File: src/rtl/spi_host_pkg.sv
// Shared types and helpers for the PSEC6 configuration-port SPI host.
package spi_host_pkg;

    localparam int FRAME_BITS = 16;
    localparam int ADDR_W     = 7;
    localparam int DATA_W     = 8;

    typedef enum logic [2:0] {
        IDLE,
        SETUP,
        SHIFT,
        HOLD,
        GAP
    } state_t;

    // Reads carry a zero data byte; the chip returns its register on poci instead.
    function automatic logic [FRAME_BITS-1:0] pack_frame(
        input logic              write,
        input logic [ADDR_W-1:0] addr,
        input logic [DATA_W-1:0] wdata
    );
        return {write, addr, write ? wdata : {DATA_W{1'b0}}};
    endfunction

endpackage

File: src/rtl/spi_sclk_gen.sv
// Mode-0 serial clock generator: CLK_DIV clk cycles per half-period while enabled.
module spi_sclk_gen #(
    parameter int CLK_DIV = 2
) (
    input  logic clk,
    input  logic rst,
    input  logic en,
    output logic spi_clk,
    output logic rise,
    output logic fall
);

    localparam int CW = (CLK_DIV > 1) ? $clog2(CLK_DIV) : 1;

    logic [CW-1:0] half_cnt;
    logic          phase_end;

    // Strobes flag the clk edge on which spi_clk is about to change.
    assign phase_end = en && (half_cnt == '0);
    assign rise      = phase_end && !spi_clk;
    assign fall      = phase_end && spi_clk;

    always_ff @(posedge clk or posedge rst) begin
        if (rst) begin
            spi_clk  <= 1'b0;
            half_cnt <= '0;
        end else if (!en) begin
            spi_clk  <= 1'b0;
            half_cnt <= '0;
        end else if (phase_end) begin
            spi_clk  <= ~spi_clk;
            half_cnt <= CW'(CLK_DIV - 1);
        end else begin
            half_cnt <= half_cnt - CW'(1);
        end
    end

endmodule

File: src/rtl/spi_host_ctrl.sv
// SPI host for the PSEC6 configuration port: one 16-bit {rw, addr, data} frame per command.
module spi_host_ctrl
    import spi_host_pkg::*;
#(
    parameter int CLK_DIV   = 2,
    parameter int CSB_SETUP = 2,
    parameter int CSB_HOLD  = 2,
    parameter int CSB_GAP   = 4
) (
    input  logic       clk,
    input  logic       rst,
    input  logic       cmd_valid,
    output logic       cmd_ready,
    input  logic       cmd_write,
    input  logic [6:0] cmd_addr,
    input  logic [7:0] cmd_wdata,
    output logic [7:0] rdata,
    output logic       rdata_valid,
    output logic       busy,
    output logic       spi_clk,
    output logic       csb,
    output logic       pico,
    input  logic       poci
);

    localparam int CNT_W = 8;

    state_t                  state;
    logic [CNT_W-1:0]        cnt;
    logic [3:0]              bit_cnt;
    logic [FRAME_BITS-2:0]   tx_shreg;
    logic [DATA_W-1:0]       rx_shreg;
    logic                    is_read;
    logic [FRAME_BITS-1:0]   frame_in;
    logic                    sclk_en;
    logic                    rise;
    logic                    fall;

    assign frame_in = pack_frame(cmd_write, cmd_addr, cmd_wdata);

    // Enabled one cycle early so the first rise lands on the edge that ends SETUP.
    assign sclk_en = (state == SHIFT) || ((state == SETUP) && (cnt == '0));

    spi_sclk_gen #(
        .CLK_DIV(CLK_DIV)
    ) u_sclk_gen (
        .clk    (clk),
        .rst    (rst),
        .en     (sclk_en),
        .spi_clk(spi_clk),
        .rise   (rise),
        .fall   (fall)
    );

    always_ff @(posedge clk or posedge rst) begin
        if (rst) begin
            state       <= IDLE;
            cnt         <= '0;
            bit_cnt     <= '0;
            tx_shreg    <= '0;
            rx_shreg    <= '0;
            is_read     <= 1'b0;
            csb         <= 1'b1;
            pico        <= 1'b0;
            cmd_ready   <= 1'b1;
            busy        <= 1'b0;
            rdata       <= '0;
            rdata_valid <= 1'b0;
        end else begin
            rdata_valid <= 1'b0;
            // Only the last DATA_W captured bits survive; the address-phase bits fall off.
            if (rise)
                rx_shreg <= {rx_shreg[DATA_W-2:0], poci};

            case (state)
                IDLE: begin
                    if (cmd_valid && cmd_ready) begin
                        tx_shreg  <= frame_in[FRAME_BITS-2:0];
                        pico      <= frame_in[FRAME_BITS-1];
                        is_read   <= !cmd_write;
                        csb       <= 1'b0;
                        cmd_ready <= 1'b0;
                        busy      <= 1'b1;
                        cnt       <= CNT_W'(CSB_SETUP - 1);
                        state     <= SETUP;
                    end
                end
                SETUP: begin
                    if (cnt == '0)
                        state <= SHIFT;
                    else
                        cnt <= cnt - CNT_W'(1);
                end
                SHIFT: begin
                    if (fall) begin
                        if (bit_cnt == 4'd15) begin
                            // HOLD also absorbs the trailing low half-period of bit 16.
                            bit_cnt <= '0;
                            cnt     <= CNT_W'(CLK_DIV + CSB_HOLD - 1);
                            state   <= HOLD;
                        end else begin
                            bit_cnt  <= bit_cnt + 4'd1;
                            pico     <= tx_shreg[FRAME_BITS-2];
                            tx_shreg <= {tx_shreg[FRAME_BITS-3:0], 1'b0};
                        end
                    end
                end
                HOLD: begin
                    if (cnt == '0) begin
                        csb   <= 1'b1;
                        cnt   <= CNT_W'(CSB_GAP - 1);
                        state <= GAP;
                        if (is_read) begin
                            rdata       <= rx_shreg;
                            rdata_valid <= 1'b1;
                        end
                    end else begin
                        cnt <= cnt - CNT_W'(1);
                    end
                end
                GAP: begin
                    if (cnt == '0) begin
                        cmd_ready <= 1'b1;
                        busy      <= 1'b0;
                        state     <= IDLE;
                    end else begin
                        cnt <= cnt - CNT_W'(1);
                    end
                end
                default: state <= IDLE;
            endcase
        end
    end

endmodule

File: config.mk
export PLATFORM = sky130hd
export DESIGN_NAME = spi_host_ctrl
export DESIGN_NICKNAME = d
export VERILOG_FILES = /design/src/rtl/spi_host_pkg.sv /design/src/rtl/spi_sclk_gen.sv /design/src/rtl/spi_host_ctrl.sv
export SDC_FILE = /design/constraint.sdc
export NUM_CORES = 1
export LEC_CHECK = 0
export ABC_AREA = 1
export BUFFER_PORTS_ARGS = -buffer_cell sky130_fd_sc_hd__buf_2
export CAP_MARGIN = 20
export CELL_PAD_IN_SITES_DETAIL_PLACEMENT = 0
export CELL_PAD_IN_SITES_GLOBAL_PLACEMENT = 1
export CORE_MARGIN = 2
export CORE_UTILIZATION = 40
export DETAILED_ROUTE_END_ITERATION = 8
export PLACE_DENSITY = 0.75
export SLEW_MARGIN = 20
export SYNTH_ARGS = -nofsm -noshare
export SYNTH_HDL_FRONTEND = slang
export SYNTH_HIERARCHICAL = 1
export SYNTH_SLANG_ARGS = --single-unit
export TNS_END_PERCENT = 30
File: constraint.sdc
create_clock -name clk -period 4.5 [get_ports clk]
set_input_delay 0.225 -clock clk [delete_from_list [all_inputs] [get_ports clk]]
set_output_delay 0.225 -clock clk [all_outputs]
set_load 0.01 [all_outputs]
==> results of run 1 <==
==> timing repair <==
action	in CTS	in global routing
setup buffers	0	0
hold buffers	1	0
endpoints found under the hold margin	21	0
endpoints found under the setup margin	0	0
==> logic make-up after synthesis <==
logic type      count (synthesis)  synth area share
fa+ha+maj                       2           0.00877
compound gates                 57             0.135
xor+xnor                        4            0.0123
mux                             1           0.00395
buf+inv                        59            0.0886
flops                          54             0.474
simple gates                  165             0.277
==> placed cells by master, fill, tap and decap left out, drive strengths merged <==
| cell type | n |
|---|---|
| a21oi | 2 |
| a41oi | 1 |
| buf | 35 |
| clkbuf | 5 |
| clkinv | 1 |
| dfrtp | 52 |
| dfstp | 2 |
| dlygate4sd3 | 1 |
| ha | 2 |
| inv | 52 |
| mux2 | 1 |
| nand2 | 100 |
| nand3 | 32 |
| nand3b | 1 |
| nand4 | 8 |
| nor2 | 24 |
| o211ai | 1 |
| o21ai | 53 |
| xnor2 | 1 |
| xor2 | 3 |
==> layer usage <==
metal,GRT usage,vias to the layer above
met3,0.0299,6
met2,0.262,28
li1,-,1163
met1,0.225,1047
met4,0.0455,0
met5,0,-
==> worst min-delay path, delay by kind of cell <==
family                 cells  cell delay, ps
buffers and inverters      1              80
AOI/OAI and AO/OA          1              70
and+or+nand+nor            1              40
==> Yosys cell counts <==
master	count	share of area
clkbuf_1	4	0.0053
nor2_2	5	0.011
dfstp_2	2	0.018
nand4_4	1	0.0075
o21ai_1	6	0.011
nand3_1	29	0.051
o21ai_0	25	0.044
xnor2_1	1	0.0031
nand3b_1	1	0.0026
a21oi_1	1	0.0018
nor2_1	17	0.022
dfrtp_1	52	0.46
mux2_2	1	0.0039
a41oi_1	1	0.0031
a21oi_4	1	0.0057
nand2_2	17	0.037
o211ai_1	1	0.0026
buf_2	1	0.0018
nand3_4	1	0.0061
nor2_4	2	0.0079
o21ai_2	22	0.068
xor2_1	3	0.0092
nand4_1	7	0.015
buf_6	4	0.016
nand2_1	83	0.11
ha_1	2	0.0088
nand3_2	2	0.0070
inv_1	42	0.055
inv_2	8	0.011
==> power groups by stage <==
stage | clock (W) | combinational, W | sequential (W)
after floorplan | 0 | 0.000925 | 0.000793
after global placement | 0 | 0.00111 | 0.000791
after detailed placement | 0 | 0.00113 | 0.000792
after CTS | 0.000311 | 0.00113 | 0.000785
after global routing | 0.000330 | 0.00133 | 0.000811
final | 0.000299 | 0.00116 | 0.000784
==> metrics by stage <==
step / instance area (um2) / setup WS (ps) / hold slack [ps] / power [W] / utilization
2_1_floorplan: 2850 / 2340 / -33.8 / 0.00172 / -
3_3_place_gp: 3080 / 1560 / 103 / 0.00190 / 0.451
3_5_place_dp: 3080 / 1500 / 100 / 0.00192 / 0.451
4_1_cts: 3190 / 1480 / 119 / 0.00222 / 0.467
5_1_grt: 3220 / 1330 / 144 / 0.00247 / 0.471
6_report: 3220 / 1720 / 128 / 0.00224 / 0.471
==> registers in the layout (all words and copies together) (netlist names) <==
signal	flops
bit_cnt	4
u_sclk_gen/spi_clk	1
cmd_ready	1
u_sclk_gen/half_cnt	1
pico	1
rdata_valid	1
busy	1
cnt	8
csb	1
rdata	8
is_read	1
rx_shreg	8
tx_shreg	15
state	3
==> final cells by class <==
type                            count  area (um2)
Clock buffer                        5        68.8
Clock inverter                      3        28.8
Fill cell                         710        3610
Inverter                           50         188
Multi-Input combinational cell    229        1250
Sequential cell                    54        1350
Tap cell                           96         120
Timing Repair Buffer               36         210
==> worst min path at each step <==
stage	from	slack, ps	depth (start not counted)	end
6_report	poci	130	3	rx_shreg[0]
2_1_floorplan	rst	-30	1	u_sclk_gen/half_cnt
4_1_cts	poci	120	3	rx_shreg[0]
5_1_grt	poci	140	3	rx_shreg[0]
3_3_place_gp	rst	100	2	u_sclk_gen/spi_clk
3_5_place_dp	rst	100	2	u_sclk_gen/half_cnt
==> flow_metrics.tcl, run 1 <==
set metrics [dict create \
    routed.top_layer "met4" \
    path_max_fanout 17 \
    insertion_delay_ps 310 \
    wl_um 5640 \
    crit_type "reg -> reg" \
    switching_share 0.470 \
    rows 30 \
    drv_slew 0 \
    grt_use_total 0.163 \
    power.internal_w 0.00119 \
    seq_power_share 0.349 \
    start_util 0.418 \
    netlist_area_um2 2850 \
    arrival_ps 3030 \
    tns_ps 0 \
    clk_pin_slew_worst_paths_ps 110 \
    worstHoldPathType "in -> reg" \
    required_ps 4750 \
    yosysWarnings 6 \
    met2WireLength_um 2600 \
    synth_cells 342 \
    cts_tree "built" \
    antenna_found_initial 0 \
    core_um2 6830 \
    grt_setup_unrepaired "false" \
    crit_start "cnt[0]" \
    rr_worst_depth 15 \
    first_pass_iters 5 \
    grt-ovfl-total 0 \
    cp.depth 15 \
    cpMostUsedCell "nand2_1" \
    nets 398 \
    clkPwrFrac 0.133 \
    ctsResizeCount 0 \
    grt_pass1_vias 2146 \
    r2r_start "cnt[0]" \
    startpoint_type "register" \
    yosysUniqueCellTypes 29 \
    min_period_ps 2780 \
    slowest_delay_ps 510 \
    crit_path_end "tx_shreg[3]" \
    critPathSlowestCell "a21oi_4" \
    drt_iter0_markers 41 \
    wl_per_cell_um 11.9 \
    layout-drive-gt1-share 0.281 \
    finalClockSkew_ps 10.0 \
    path_cells "inv_1, ha_1, nand2_1, nor2_2, nand3_1, nand2_1, nand2_1, nor2_1, inv_1, nand3_1, nand2_2, a21oi_4, buf_16, nand2_2, o21ai_2" \
    ios 34 \
    route.detailed.drc 0 \
    finalCritPeriodShare 0.619 \
    gp_congestion 0.838 \
    n_antenna_cell 0 \
    switching_power_w 0.00105 \
    die_h_um 88.5 \
    outcome "complete, no violations" \
    io_buffers 33 \
    vias 2244 \
    dieArea_um2 7830 \
    numCtsBuffers 5 \
    dp_cells 463 \
    setup_viol 0 \
    ant_nets 0 \
    end_kind "register" \
    synth_seq_cells 54 \
    htree_levels 2 \
    cap_violations 0 \
    numClockSinks 54 \
    syn_nets 364 \
    wl_met3_um 207 \
    viasPerCell 4.74 \
    reg2reg_setup_slack_ps 1720 \
    tightest_slew_ps 634 \
    cp_top_family "simple AND/OR/NAND/NOR gates" \
    drt-met1-wl_um 2780 \
    layoutNonFillerInstCount 473 \
    die_x_um 88.5 \
    clockRootBuffer "clkbuf_8" \
    comb_power_share 0.518 \
    grt_max_degree 36 \
    max_slew_margin 0.576 \
    peakVddDrop_uv 225 \
    finalHoldViolCount 0 \
    areaGrowthSynthToFinish_pct 12.7 \
    postSynthAreaPerCell_um2 8.34 \
    hpwlAfterDp_um 4060 \
    p_leak_nw 1.63 \
    path_buf_inv 3 \
    grt_pass1_wl_um 9920 \
    p_per_area_nw_per_um2 697 \
    clk_path_buf_depth 2 \
    timing.rr.end "tx_shreg[3]" \
    fmax_ghz 0.359 \
    synth-seq-area-share 0.474 \
]
Power figures use the tool's default switching activity.
==> run 2: changes to the inputs <==
- clock period: 4.5 -> 2.57 ns (I/O delays scaled with it)
==> run 2 against run 1 <==
  * Clock power increased by 66%
  * Final cell count increased by 1.1%
  * Via count increased by 1.3%
  * Sequential share of layout area decreased by 0.28 points
  * Worst hold slack got worse by 100 ps
==> flow_metrics.tcl, run 2 (synthesized netlist as in run 1, its figures left out) <==
set metrics [dict create \
    outcome "complete, no violations" \
    startpoint_type "register" \
    reg2reg_setup_slack_ps 320 \
    io_buffers 33 \
    numClockSinks 54 \
    wl_per_cell_um 11.6 \
    switching_share 0.465 \
    worstHoldPathType "in -> reg" \
    core_um2 6830 \
    worstHoldStart "poci" \
    grt_pass1_vias 2161 \
    insertion_delay_ps 310 \
    cts_tree "built" \
    utilization 0.474 \
    hold_depth 3 \
    grt_max_degree 53 \
    viasPerCell 4.76 \
    seq_area_um2 1350 \
    cap_violations 0 \
    use_met3 0.0280 \
    ant_nets 0 \
    n_antenna_cell 0 \
    arrival_ps 2500 \
    power.internal_w 0.00210 \
    switching_power_w 0.00182 \
    peakVddDrop_uv 399 \
    max_slew_margin 0.565 \
    top_register "tx_shreg" \
    r2r_start "cnt[0]" \
    rows 30 \
    grtUsageMet2 0.247 \
    clkPwrFrac 0.126 \
    finalHoldViolCount 0 \
    tns_ps 0 \
    hpwlAfterDp_um 4020 \
    tightest_slew_ps 653 \
    p_leak_nw 1.64 \
    dieArea_um2 7830 \
    multi_input_area_um2 1250 \
    gp_congestion 0.873 \
    vias 2273 \
    timing.rr.end "cnt[7]" \
    met1_usage 0.236 \
    drt_iter0_markers 51 \
    min_period_ps 2250 \
    grt_setup_unrepaired "false" \
    numCtsBuffers 5 \
    route.detailed.drc 0 \
    clk_path_buf_depth 2 \
    required_ps 2820 \
    wl_um 5530 \
    crit_type "reg -> reg" \
    end_kind "register" \
    htree_levels 2 \
    grt_pass1_wl_um 9960 \
    die_h_um 88.5 \
    clockRootBuffer "clkbuf_8" \
    start_util 0.418 \
    largest_register_ffs 15 \
    fmax_ghz 0.445 \
    drv_slew 0 \
    p_per_area_nw_per_um2 1210 \
    grt_use_total 0.161 \
    grt-busiest-layer "met2" \
    die_x_um 88.5 \
    finalClockSkew_ps 6.39 \
    fillCellCount 711 \
    layout_common_cells "83 x nand2_1, 52 x dfrtp_1, 41 x inv_1" \
    finalCritPeriodShare 0.875 \
    mostFrequentLayoutCell "nand2_1" \
    comb_power_share 0.523 \
    areaGrowthSynthToFinish_pct 13.5 \
    seq_power_share 0.351 \
    ios 34 \
    path_max_fanout 10 \
    whs_endpoint "rx_shreg[0]" \
    rr_worst_depth 16 \
    nets 403 \
    antenna_found_initial 0 \
    grt-ovfl-total 0 \
    first_pass_iters 4 \
    setup_viol 0 \
    layout-drive-gt1-share 0.293 \
    clk_pin_slew_worst_paths_ps 100 \
]
[run 2: cell count changes in the layout (fill, tap and decap cells not counted)]
cell      previous run  this run
buf_16               1         0
ha_2                 0         1
buf_6                0         1
inv_8                1         0
inv_6                1         0
ha_1                 2         1
buf_4                1         6
clkinv_4             1         3
[run 2: metal layers]
layer / vias up / share of wire
met5: - / 0
met4: 0 / 0.0080
met3: 4 / 0.022
met2: 22 / 0.47
met1: 1081 / 0.50
li1: 1166 / -
[run 2: worst max-delay path by stage]
stage | start | endpoint | slack, ps | cells after the start
2_1_floorplan | cnt[0] | tx_shreg[1] | 410 | 15
4_1_cts | cnt[0] | tx_shreg[3] | 200 | 15
5_1_grt | cnt[0] | cnt[6] | 20 | 16
3_5_place_dp | cnt[0] | tx_shreg[3] | 240 | 15
3_3_place_gp | cnt[0] | tx_shreg[9] | 310 | 15
6_report | cnt[0] | cnt[7] | 320 | 16
[run 2: per-stage QoR]
stage	std cells	hold WS [ps]	setup slack, ps	total power (W)	area (um2)
2_1_floorplan	342	-130	407	0.00301	2850
3_3_place_gp	468	-0.118	305	0.00340	3120
3_5_place_dp	468	3.30	239	0.00343	3120
4_1_cts	477	15.9	203	0.00394	3220
5_1_grt	478	47.4	18.3	0.00433	3240
6_report	478	24.2	321	0.00393	3240
[run 2: repair_timing]
item / 4_1_cts / 5_1_grt
endpoints found under the setup margin: 0 / 19
buffers inserted: 0 / 1
gates resized for setup: 0 / 2
hold endpoints to repair: 2 / 0
hold buffers: 1 / 0
[run 2: final cells by class]
class / instances / area share
Sequential cell: 54 / 0.418
Clock inverter: 3 / 0.00811
Inverter: 50 / 0.0580
Tap cell: 96 / 0.0371
Multi-Input combinational cell: 229 / 0.386
Timing Repair Buffer: 41 / 0.0715
Clock buffer: 5 / 0.0213
[run 2: worst max-delay path, cell delays in order (launching register included)]
cell	delay, ps
dfrtp_1	410
inv_1	140
ha_2	250
nand2_1	80
nor2_2	100
nand3_1	120
nand2_1	160
nand2_1	70
nor2_1	80
inv_1	70
nand3_1	90
nand2_2	90
inv_2	70
nand2_1	70
nor2_4	220
nand3_1	110
nand2_1	70
[run 2: power by group through the flow]
stage,Sequential [W],Combinational (W),Clock [W]
floorplan,0.00139,0.00162,0
global placement,0.00139,0.00201,0
detailed placement,0.00139,0.00204,0
CTS,0.00138,0.00205,0.000515
global route,0.00142,0.00237,0.000543
finish,0.00138,0.00205,0.000495
==> run 3: changes to the inputs <==
- CORE_MARGIN: 2 -> 1
==> run 3 against run 2 <==
  * Clock power rose by 6.5%
  * Worst hold slack improved by 0.71 ps
  * Power fell by 0.22%
  * Combinational power fell by 2%
  * Largest power group unchanged
  * Clock-buffer cell count did not move
  * Via count fell by 0.53%
  * Highest routed layer unchanged
==> flow_metrics.tcl, run 3 (synthesized netlist as in run 1, its figures left out) <==
set metrics [dict create \
    min_period_ps 2340 \
    ios 34 \
    io_buffers 33 \
    max_slew_margin 0.747 \
    numClockSinks 54 \
    startpoint_type "register" \
    worstHoldPathType "in -> reg" \
    layout-drive-gt1-share 0.293 \
    grt_use_total 0.176 \
    htree_levels 2 \
    dieArea_um2 7480 \
    drt_iter0_markers 72 \
    antenna_found_initial 0 \
    clk_path_buf_depth 2 \
    grt_max_degree 35 \
    peakVddDrop_uv 381 \
    stdcell_area_um2 3240 \
    core_um2 6830 \
    p_total_w 0.00392 \
    numCtsBuffers 5 \
    ant_nets 0 \
    cpMostUsedCell "nand2_1" \
    fmax_ghz 0.427 \
    grt_setup_unrepaired "true" \
    path_cells "inv_1, ha_2, nand2_1, nor2_2, nand3_1, nand2_1, nand2_1, nor2_1, inv_1, nand3_1, nand2_2, a21oi_4, buf_4, nand2_2, o21ai_2" \
    nets 403 \
    route.detailed.drc 0 \
    die_x_um 86.5 \
    grt_pass1_vias 2253 \
    dp_cells 469 \
    fillCellCount 695 \
    cap_violations 0 \
    finalHoldViolCount 0 \
    wl_per_cell_um 11.7 \
    mostFrequentLayoutCell "nand2_1" \
    required_ps 2820 \
    viasPerCell 4.73 \
    setup_viol 0 \
    p_leak_nw 1.65 \
    clk_pin_slew_worst_paths_ps 110 \
    n_antenna_cell 0 \
    finalCritPeriodShare 0.911 \
    dpl_cell_area_um2 3130 \
    layoutNonFillerInstCount 478 \
    outcome "complete, no violations" \
    slowest_delay_ps 410 \
    end_kind "register" \
    vias 2261 \
    critPathSlowestCell "dfrtp_1" \
    hpwlAfterDp_um 4080 \
    start_util 0.418 \
    clockRootBuffer "clkbuf_8" \
    cts_tree "built" \
    layout_common_cells "83 x nand2_1, 52 x dfrtp_1, 41 x inv_1" \
    tns_ps 0 \
    path_max_fanout 15 \
    first_pass_iters 4 \
    areaGrowthSynthToFinish_pct 13.4 \
    crit_type "reg -> reg" \
    largest_register_ffs 15 \
    wl_um 5610 \
    grt_pass1_wl_um 10400 \
    arrival_ps 2590 \
    insertion_delay_ps 320 \
    die_h_um 86.5 \
    rows 30 \
    top_register "tx_shreg" \
    finalClockSkew_ps 10.3 \
    grt-ovfl-total 0 \
    p_per_area_nw_per_um2 1210 \
    gp_congestion 0.809 \
    tightest_slew_ps 379 \
    drv_slew 0 \
]
-- run 3: report_power, final --
part / leakage (nW) / total [W] / internal (W) / switching (W)
combinational: 0.894 / 0.00201 / 0.000697 / 0.00132
sequential: 0.701 / 0.00138 / 0.00118 / 0.000197
clock: 0.0506 / 0.000527 / 0.000205 / 0.000323
-- run 3: per-layer routing --
layer  GRT usage  routed length [um]
met2       0.281                2550
met3      0.0324                 153
met4      0.0515                  90
met1       0.244                2820
met5           0                   0
-- run 3: repair_timing --
action                     in CTS  in global routing
gates resized for setup         0                  1
setup buffers                   0                  0
hold buffers                    1                  0
hold endpoints to repair       52                  0
setup endpoints to repair       0                 19
-- run 3: metrics by stage --
step	setup WS [ps]	util	hold WS, ps
floorplan	407	-	-130
global placement	281	0.458	10.1
detailed placement	202	0.458	10.3
CTS	166	0.473	18.8
global route	-6.38	0.474	25.1
finish	228	0.474	24.9
-- run 3: cell type report --
class | instances | area (um2) | area share
clock buffer | 5 | 68.8 | 0.0213
timing repair buffer | 41 | 228 | 0.0704
sequential | 54 | 1350 | 0.418
inverter | 50 | 188 | 0.0580
tap | 96 | 120 | 0.0371
multi-input combinational | 229 | 1250 | 0.386
clock inverter | 3 | 28.8 | 0.00889
-- run 3: critical path: cells and delay by family (launching register included) --
| family | cells | cell delay, ps |
|---|---|---|
| fa+ha+maj | 1 | 240 |
| flops | 1 | 410 |
| buf+inv | 3 | 500 |
| simple gates | 9 | 870 |
| compound gates | 2 | 250 |
-- run 3: path summary, 6_finish.rpt --
check / from / end / slack, ps / depth (start not counted)
worst min register to register: csb / csb / 470 / 2
worst max-delay path: cnt[0] / tx_shreg[2] / 230 / 15
worst min-delay path: poci / rx_shreg[0] / 20 / 3
max in group asynchronous: rst / csb / 1830 / 4
min in group asynchronous: rst / u_sclk_gen/half_cnt / 220 / 3
worst max register to register: cnt[0] / tx_shreg[2] / 230 / 15
